[config.mk]
export PLATFORM = sky130hd
export DESIGN_NAME = game_timer
export DESIGN_NICKNAME = d
export VERILOG_FILES = /design/src/rtl/game_timer_pkg.sv /design/src/rtl/bcd2_down.sv /design/src/rtl/game_timer.sv
export SDC_FILE = /design/constraint.sdc
export NUM_CORES = 1
export LEC_CHECK = 0
export CAP_MARGIN = 10
export CORE_MARGIN = 2
export CORE_UTILIZATION = 55
export DETAILED_ROUTE_END_ITERATION = 12
export PLACE_DENSITY = 0.92
export SLEW_MARGIN = 20
export SYNTH_ARGS = -nofsm -noshare
export SYNTH_HDL_FRONTEND = slang
export SYNTH_HIERARCHICAL = 1
export SYNTH_SLANG_ARGS = --single-unit
[constraint.sdc]
create_clock -name clock_in -period 4.8 [get_ports clock_in]
set_clock_uncertainty 0.15 [all_clocks]
set_input_delay 1.2 -clock clock_in [delete_from_list [all_inputs] [get_ports clock_in]]
set_output_delay 1.2 -clock clock_in [all_outputs]
set_load 0.01 [all_outputs]
[src/rtl/game_timer_pkg.sv]
// Shared types and constants for the scoreboard game clock / shot clock.
// Counters hold two packed BCD digits: {tens, ones}.
package game_timer_pkg;

  typedef enum logic [2:0] {
    ST_IDLE,
    ST_RUNNING,
    ST_PAUSED,
    ST_PERIOD_END,
    ST_GAME_OVER
  } state_t;

  localparam int BCD_W           = 4;
  localparam int DEF_PERIOD_MIN  = 10;
  localparam int DEF_SHOT_SEC    = 24;
  localparam int DEF_NUM_PERIODS = 4;

  // Binary 0..99 to packed two-digit BCD, used for elaboration-time reload values.
  function automatic logic [2*BCD_W-1:0] to_bcd2(input int unsigned v);
    logic [BCD_W-1:0] tens;
    logic [BCD_W-1:0] ones;
    tens = BCD_W'(v / 10);
    ones = BCD_W'(v % 10);
    return {tens, ones};
  endfunction

endpackage

[src/rtl/bcd2_down.sv]
// Two-digit BCD down counter with synchronous load and enable.
// Decrementing 00 wraps to {TENS_MAX,9} and raises borrow_out for the next stage.
module bcd2_down
  import game_timer_pkg::*;
#(
  parameter int unsigned            TENS_MAX  = 9,
  parameter logic [2*BCD_W-1:0]     RESET_VAL = '0
) (
  input  logic                 clock_in,
  input  logic                 reset_n,
  input  logic                 load,
  input  logic [2*BCD_W-1:0]   load_val,
  input  logic                 en,
  output logic [2*BCD_W-1:0]   value,
  output logic                 borrow_out,
  output logic                 is_zero
);

  logic [BCD_W-1:0] tens_reg;
  logic [BCD_W-1:0] ones_reg;

  always_ff @(posedge clock_in or negedge reset_n) begin
    if (!reset_n) begin
      tens_reg <= RESET_VAL[2*BCD_W-1:BCD_W];
      ones_reg <= RESET_VAL[BCD_W-1:0];
    end else if (load) begin
      tens_reg <= load_val[2*BCD_W-1:BCD_W];
      ones_reg <= load_val[BCD_W-1:0];
    end else if (en) begin
      if (ones_reg == '0) begin
        ones_reg <= BCD_W'(9);
        tens_reg <= (tens_reg == '0) ? BCD_W'(TENS_MAX) : tens_reg - BCD_W'(1);
      end else begin
        ones_reg <= ones_reg - BCD_W'(1);
      end
    end
  end

  assign value      = {tens_reg, ones_reg};
  assign is_zero    = (tens_reg == '0) && (ones_reg == '0);
  assign borrow_out = en && !load && is_zero;

endmodule

[src/rtl/game_timer.sv]
// Basketball game clock (MM:SS), shot clock and period controller.
// All outputs come straight from registers; the FSM gates every counter update.
module game_timer
  import game_timer_pkg::*;
#(
  parameter int PERIOD_MIN  = DEF_PERIOD_MIN,
  parameter int SHOT_SEC    = DEF_SHOT_SEC,
  parameter int NUM_PERIODS = DEF_NUM_PERIODS
) (
  input  logic             clock_in,
  input  logic             reset_n,
  input  logic             tick,
  input  logic             start_stop,
  input  logic             shot_reset,
  input  logic             next_period,
  output logic [BCD_W-1:0] min_tens,
  output logic [BCD_W-1:0] min_ones,
  output logic [BCD_W-1:0] sec_tens,
  output logic [BCD_W-1:0] sec_ones,
  output logic [BCD_W-1:0] shot_tens,
  output logic [BCD_W-1:0] shot_ones,
  output logic [2:0]       period,
  output logic             running,
  output logic             period_end,
  output logic             shot_expired,
  output logic             game_over
);

  localparam logic [2*BCD_W-1:0] MIN_RELOAD  = to_bcd2(PERIOD_MIN);
  localparam logic [2*BCD_W-1:0] SHOT_RELOAD = to_bcd2(SHOT_SEC);
  localparam logic [2:0]         LAST_PERIOD = 3'(NUM_PERIODS);
  localparam logic [2*BCD_W-1:0] BCD_ONE     = 8'h01;

  state_t            state_reg, state_next;
  logic [2:0]        period_reg;
  logic              period_end_reg, shot_expired_reg;
  logic [2*BCD_W-1:0] sec_val, min_val, shot_val;
  logic              sec_zero, min_zero, shot_zero;
  logic              sec_borrow, min_borrow, shot_borrow;
  logic              unused_borrows;

  logic run_tick, shot_reload_ok, game_hit, shot_en, shot_hit, advance;

  assign run_tick       = (state_reg == ST_RUNNING) && tick;
  assign shot_reload_ok = shot_reset && (state_reg inside {ST_IDLE, ST_RUNNING, ST_PAUSED});
  assign game_hit       = run_tick && min_zero && (sec_val == BCD_ONE);
  // A reload on the same cycle as a tick suppresses the decrement (and any expiry).
  assign shot_en        = run_tick && !shot_zero && !shot_reload_ok;
  assign shot_hit       = shot_en && (shot_val == BCD_ONE);
  assign advance        = (state_reg == ST_PERIOD_END) && next_period && (period_reg < LAST_PERIOD);

  bcd2_down #(.TENS_MAX(5), .RESET_VAL(8'h00)) u_sec (
    .clock_in  (clock_in),
    .reset_n   (reset_n),
    .load      (advance),
    .load_val  (8'h00),
    .en        (run_tick && !(sec_zero && min_zero)),
    .value     (sec_val),
    .borrow_out(sec_borrow),
    .is_zero   (sec_zero)
  );

  bcd2_down #(.TENS_MAX(9), .RESET_VAL(MIN_RELOAD)) u_min (
    .clock_in  (clock_in),
    .reset_n   (reset_n),
    .load      (advance),
    .load_val  (MIN_RELOAD),
    .en        (sec_borrow),
    .value     (min_val),
    .borrow_out(min_borrow),
    .is_zero   (min_zero)
  );

  // End of period forces the shot clock to 00, overriding a simultaneous reload.
  bcd2_down #(.TENS_MAX(9), .RESET_VAL(SHOT_RELOAD)) u_shot (
    .clock_in  (clock_in),
    .reset_n   (reset_n),
    .load      (advance || shot_reload_ok || game_hit),
    .load_val  (game_hit ? 8'h00 : SHOT_RELOAD),
    .en        (shot_en),
    .value     (shot_val),
    .borrow_out(shot_borrow),
    .is_zero   (shot_zero)
  );

  assign unused_borrows = min_borrow | shot_borrow;

  always_ff @(posedge clock_in or negedge reset_n) begin
    if (!reset_n) begin
      state_reg <= ST_IDLE;
    end else begin
      state_reg <= state_next;
    end
  end

  always_comb begin
    state_next = state_reg;
    case (state_reg)
      ST_IDLE, ST_PAUSED: if (start_stop) state_next = ST_RUNNING;
      ST_RUNNING: begin
        if (game_hit)                   state_next = ST_PERIOD_END;
        else if (shot_hit || start_stop) state_next = ST_PAUSED;
      end
      ST_PERIOD_END: if (next_period) state_next = advance ? ST_IDLE : ST_GAME_OVER;
      ST_GAME_OVER: state_next = ST_GAME_OVER;
      default: state_next = ST_IDLE;
    endcase
  end

  always_ff @(posedge clock_in or negedge reset_n) begin
    if (!reset_n) begin
      period_reg       <= 3'd1;
      period_end_reg   <= 1'b0;
      shot_expired_reg <= 1'b0;
    end else begin
      period_end_reg   <= game_hit;
      shot_expired_reg <= shot_hit;
      if (advance) period_reg <= period_reg + 3'd1;
    end
  end

  assign {min_tens, min_ones}   = min_val;
  assign {sec_tens, sec_ones}   = sec_val;
  assign {shot_tens, shot_ones} = shot_val;
  assign period       = period_reg;
  assign running      = (state_reg == ST_RUNNING);
  assign game_over    = (state_reg == ST_GAME_OVER);
  assign period_end   = period_end_reg;
  assign shot_expired = shot_expired_reg;

endmodule

==> results of run 1 <==
-- where the power goes --
part	leakage, nW	switching, mW	internal [mW]	total (mW)
Combinational	0.509	0.259	0.352	0.611
Clock	0.0293	0.0950	0.0570	0.152
Sequential	0.372	0.199	0.401	0.600
Total	0.911	0.553	0.810	1.36
-- per-layer routing --
metal	up-vias	track usage, %
met4	0	9.94
met2	52	39.2
met1	789	32.0
li1	829	-
met3	7	4.90
met5	-	0
-- critical path, delay by kind of cell --
kind,cells,cell delay (ns)
compound gates,2,0.47
buf+inv,1,0.46
simple gates,5,2.02
-- stage by stage --
step	cells	hold slack [ns]	total power, mW
CTS	299	0.383	1.36
floorplan	215	0.378	0.888
global placement	291	0.346	1.20
detailed placement	291	0.361	1.21
finish	299	0.373	1.36
global route	299	0.411	1.47
-- placed cells by master, fill, tap and decap left out, types with 5 or more instances in the layout --
cell / instances
clkdlybuf4s50_1: 36
dfrtp_1: 28
conb_1: 22
nor2_1: 21
a31oi_1: 20
nand2_1: 15
o21ai_0: 15
inv_1: 11
nor3_1: 6
nor4_1: 6
o211ai_1: 6
clkbuf_4: 5
o31ai_1: 5
-- final timing paths --
path / start / endpoint / slack [ns] / cells past startpoint
max in group asynchronous: reset_n / u_min/tens_reg[0] / 3.07 / 2
worst min register to register: period[1] / period[1] / 0.37 / 1
worst max-delay path: tick / u_min/tens_reg[3] / 0.77 / 8
worst min-delay path: period[1] / period[1] / 0.37 / 1
min in group asynchronous: reset_n / state_reg[2] / 1.08 / 2
worst max register to register: u_min/tens_reg[0] / u_min/tens_reg[3] / 1.50 / 9
-- layout make-up --
cell class	count	share of cell area (%)
sequential	32	34.8
clock buffer	7	1.95
tap	44	2.38
inverter	11	1.79
clock inverter	1	0.216
multi-input combinational	166	42.6
timing repair buffer	38	16.2
==> results.sh, run 1 <==
export IMPL_cts_buffers=5
export IMPL_clockBufferDepth=2
export IMPL_hp_class="flop to flop"
export IMPL_path_cells="clkdlybuf4s50_1 > nand4bb_1 > a21oi_1 > or3b_1 > nor3_1 > or3b_1 > or4_1 > a31oi_1"
export IMPL_worst_slew_pin_slew_ns=0.641
export IMPL_ios=37
export IMPL_ys_warnings_count=6
export IMPL_route_met2_wl_um=1950
export IMPL_endpoint_kind="flop"
export IMPL_drt_pre_antenna_iters=4
export IMPL_relSlewSlack_pct=57.2
export IMPL_diodes=0
export IMPL_setup_slack_ns=0.769
export IMPL_die_w_um=60.9
export IMPL_wl_met1_um=1830
export IMPL_cts_hold_buf=0
export IMPL_crit_required_ns=4.92
export IMPL_root_buffer="clkbuf_4"
export IMPL_detail_route_wl_per_cell_um=13.6
export IMPL_start_util_pct=57.8
export IMPL_rsz0062_at_grt="false"
export IMPL_crit_path_frequent_cell="or3b_1"
export IMPL_crit_path_max_fanout=7
export IMPL_clk_pin_slew_ns=0.09
export IMPL_finalSetupViolCount=0
export IMPL_syn_area_um2=1780
export IMPL_slew_violations=0
export IMPL_track_usage_pct=24.3
export IMPL_placed_area_um2=2260
export IMPL_gp_congestion=0.839
export IMPL_synthCells=195
export IMPL_ir_worst_vdd_uv=325
export IMPL_wl_um=4070
export IMPL_multi_input_area_um2=985
export IMPL_grt_pass1_wl_um=6650
export IMPL_coreArea_um2=3080
export IMPL_layout_min_cycle_time_ns=4.03
export IMPL_drive_gt1_share_pct=7.45
export IMPL_fmax_mhz=248
export IMPL_fin_setup_tns_ns=0
export IMPL_dp_slack_ns=0.472
export IMPL_clock_sinks=32
export IMPL_highest_layer="met4"
export IMPL_fill_cells=245
export IMPL_leakage_nw=0.911
export IMPL_tritoncts="yes"
export IMPL_final_area_um2=2310
export IMPL_cp_arrival_ns=4.15
export IMPL_period_share_pct=84.0
export IMPL_first_global_vias=1476
export IMPL_crit_type="input port to flop"
export IMPL_power_density_nw_per_um2=589
export IMPL_finalHoldViolations=0
export IMPL_cp_start_kind="input port"
export IMPL_htree_levels=2
export IMPL_grt_max_degree=33
export IMPL_clock_latency_ns=0.35
export IMPL_syn_avg_cell_area_um2=9.13
export IMPL_ctsResizeCount=0
export IMPL_maxCapViolCount=0
export IMPL_fp_dieH_um=60.9
export IMPL_finish_utilization_pct=75.1
export IMPL_drt_initial_drc_count=85
export IMPL_grt_antenna_before_repair=0
export IMPL_area_growth_pct=29.9
export IMPL_vias=1677
export IMPL_seq_area_um2=806
export IMPL_dieArea_um2=3710
export IMPL_rows=20
export IMPL_run_status="finished, final reports clean"
export IMPL_ant_nets=0
export IMPL_post_cts_setup_buffer_count=0
export IMPL_cpMaxStageDelayCell="or3b_1"
export IMPL_wl_met3_um=242
export IMPL_drc_errors=0
export IMPL_dp_hpwl_um=2790
export IMPL_grt_overflow=0
export IMPL_layout_nets=261
export IMPL_port_buffers=36
export IMPL_max_stage_delay_ns=0.49
export IMPL_routed_via_density=5.61
Note: power is estimated with default switching activity, not from simulation.
==> run 2, diff against run 1 <==
Settings changed: CORE_UTILIZATION 55 to 46, PLACE_DENSITY 0.92 to 0.83.
Clock period 4.8 ns to 3.58 ns, I/O delays scaled along.
==> run 2 against run 1 <==
Against the previous run:
- die area grew 18%
- register-to-register slack lost 0.77 ns
- final cell count grew 4.0%
- core utilization shrank 9.6 points
- critical endpoint unchanged
- largest power group unchanged
==> results.sh, run 2 (synthesized netlist as in run 1, its figures left out) <==
export IMPL_power_density_nw_per_um2=796
export IMPL_drive_gt1_share_pct=10.3
export IMPL_gp_congestion=0.866
export IMPL_period_share_pct=91.3
export IMPL_port_buffers=36
export IMPL_clock_sinks=32
export IMPL_max_stage_delay_ns=0.46
export IMPL_timing_rr_start="u_min/tens_reg[0]"
export IMPL_tritoncts="yes"
export IMPL_worst_slew_pin_slew_ns=0.615
export IMPL_cts_hold_buf=0
export IMPL_dp_hpwl_um=2850
export IMPL_cts_buffers=5
export IMPL_finalSetupViolCount=0
export IMPL_track_usage_pct=21.0
export IMPL_first_global_vias=1528
export IMPL_ir_worst_vdd_uv=422
export IMPL_leakage_nw=0.965
export IMPL_crit_path_max_fanout=5
export IMPL_regToRegEndpoint="u_min/tens_reg[3]"
export IMPL_regToRegSetupSlack_ns=0.73
export IMPL_coreArea_um2=3690
export IMPL_cp_arrival_ns=3.33
export IMPL_cp_endpoint="u_min/tens_reg[3]"
export IMPL_seq_area_um2=806
export IMPL_grt_overflow=0
export IMPL_cpMaxStageDelayCell="clkdlybuf4s50_1"
export IMPL_crit_family="simple AND/OR/NAND/NOR gates"
export IMPL_start_util_pct=48.3
export IMPL_detail_route_wl_per_cell_um=13.3
export IMPL_root_buffer="clkbuf_8"
export IMPL_die_w_um=66.2
export IMPL_layout_common_cells="clkdlybuf4s50_1 (36), dfrtp_1 (28), conb_1 (22)"
export IMPL_relSlewSlack_pct=58.9
export IMPL_wl_um=4140
export IMPL_whs_ns=0.380
export IMPL_path_buf_inv=1
export IMPL_mostFrequentLayoutCell="clkdlybuf4s50_1"
export IMPL_endpoint_kind="flop"
export IMPL_hp_class="flop to flop"
export IMPL_htree_levels=2
export IMPL_vias=1673
export IMPL_rsz0062_at_grt="false"
export IMPL_grt_max_degree=33
export IMPL_layout_nets=269
export IMPL_area_growth_pct=35.8
export IMPL_slew_violations=0
export IMPL_run_status="finished, final reports clean"
export IMPL_layout_min_cycle_time_ns=3.27
export IMPL_fin_setup_tns_ns=0
export IMPL_crit_path_frequent_cell="or3b_1"
export IMPL_ctsResizeCount=0
export IMPL_multi_input_area_um2=985
export IMPL_drt_initial_drc_count=150
export IMPL_ant_nets=0
export IMPL_fmax_mhz=306
export IMPL_clockBufferDepth=2
export IMPL_reg2regPathDepth=9
export IMPL_crit_required_ns=3.64
export IMPL_cp_start_kind="input port"
export IMPL_rows=22
export IMPL_drt_pre_antenna_iters=4
export IMPL_ios=37
export IMPL_clock_latency_ns=0.29
export IMPL_grt_antenna_before_repair=0
export IMPL_finalHoldViolations=0
export IMPL_dieArea_um2=4380
export IMPL_fp_dieH_um=66.2
export IMPL_grt_pass1_wl_um=6980
export IMPL_diodes=0
export IMPL_startpoint="tick"
export IMPL_crit_type="input port to flop"
export IMPL_post_cts_setup_buffer_count=0
export IMPL_cp_depth=8
export IMPL_clk_pin_slew_ns=0.06
export IMPL_finish_utilization_pct=65.5
export IMPL_path_cells="clkdlybuf4s50_1 > nand4bb_1 > a21oi_1 > or3b_1 > nor3_1 > or3b_1 > or4_1 > a31oi_1"
export IMPL_fill_cells=325
export IMPL_drc_errors=0
export IMPL_maxCapViolCount=0
export IMPL_routed_via_density=5.38
==> run 2: cell types whose count changed in the layout (fill, tap and decap cells not counted), sizes merged <==
cell | previous run | this run
clkinv | 1 | 0
clkbuf | 7 | 8
buf | 2 | 10
==> run 2: power by group <==
part           internal (mW)  switching (mW)
registers              0.539           0.271
clock network          0.157           0.130
logic                  0.484           0.345
==> run 2: through the flow <==
stage          total power [mW]  worst slack, ns  instance area, µm²  instances
6_report                   1.93            0.310                2420        311
5_1_grt                    2.08            0.161                2420        311
4_1_cts                    1.94            0.317                2420        311
3_5_place_dp               1.64           0.0141                2330        303
3_3_place_gp               1.62           0.0769                2330        303
2_1_floorplan              1.19            0.211                1860        215
==> run 2: worst min path at each step <==
stage	startpoint	end	slack [ns]	depth (start not counted)
5_1_grt	period[0]	period[0]	0.41	1
2_1_floorplan	u_min/tens_reg[0]	u_min/tens_reg[0]	0.38	2
3_3_place_gp	period[1]	period[1]	0.36	1
4_1_cts	period[1]	period[1]	0.38	1
3_5_place_dp	period[1]	period[1]	0.36	1
6_report	period[1]	period[1]	0.38	1
==> run 2: layout make-up <==
cell class | instances | share of cell area (%)
Multi-Input combinational cell | 166 | 40.7
Inverter | 11 | 1.71
Tap cell | 48 | 2.48
Sequential cell | 32 | 33.3
Clock buffer | 8 | 3.73
Timing Repair Buffer | 46 | 18.0
==> run 2: worst register-to-register path, cell delays in order (launching register included) <==
cell	delay, ns
dfstp_2	0.57
nor4_1	0.08
nand2b_1	0.08
nor4_1	0.06
a21oi_1	0.17
or3b_1	0.39
nor3_1	0.23
or3b_1	0.44
or4_1	0.43
a31oi_1	0.17
==> run 2: metal layers <==
layer,vias to the layer above,GRT usage (%),wire [µm]
li1,840,-,-
met3,4,5.45,174
met4,0,7.91,29
met5,-,0,0
met2,39,34.6,2010
met1,790,26.2,1930
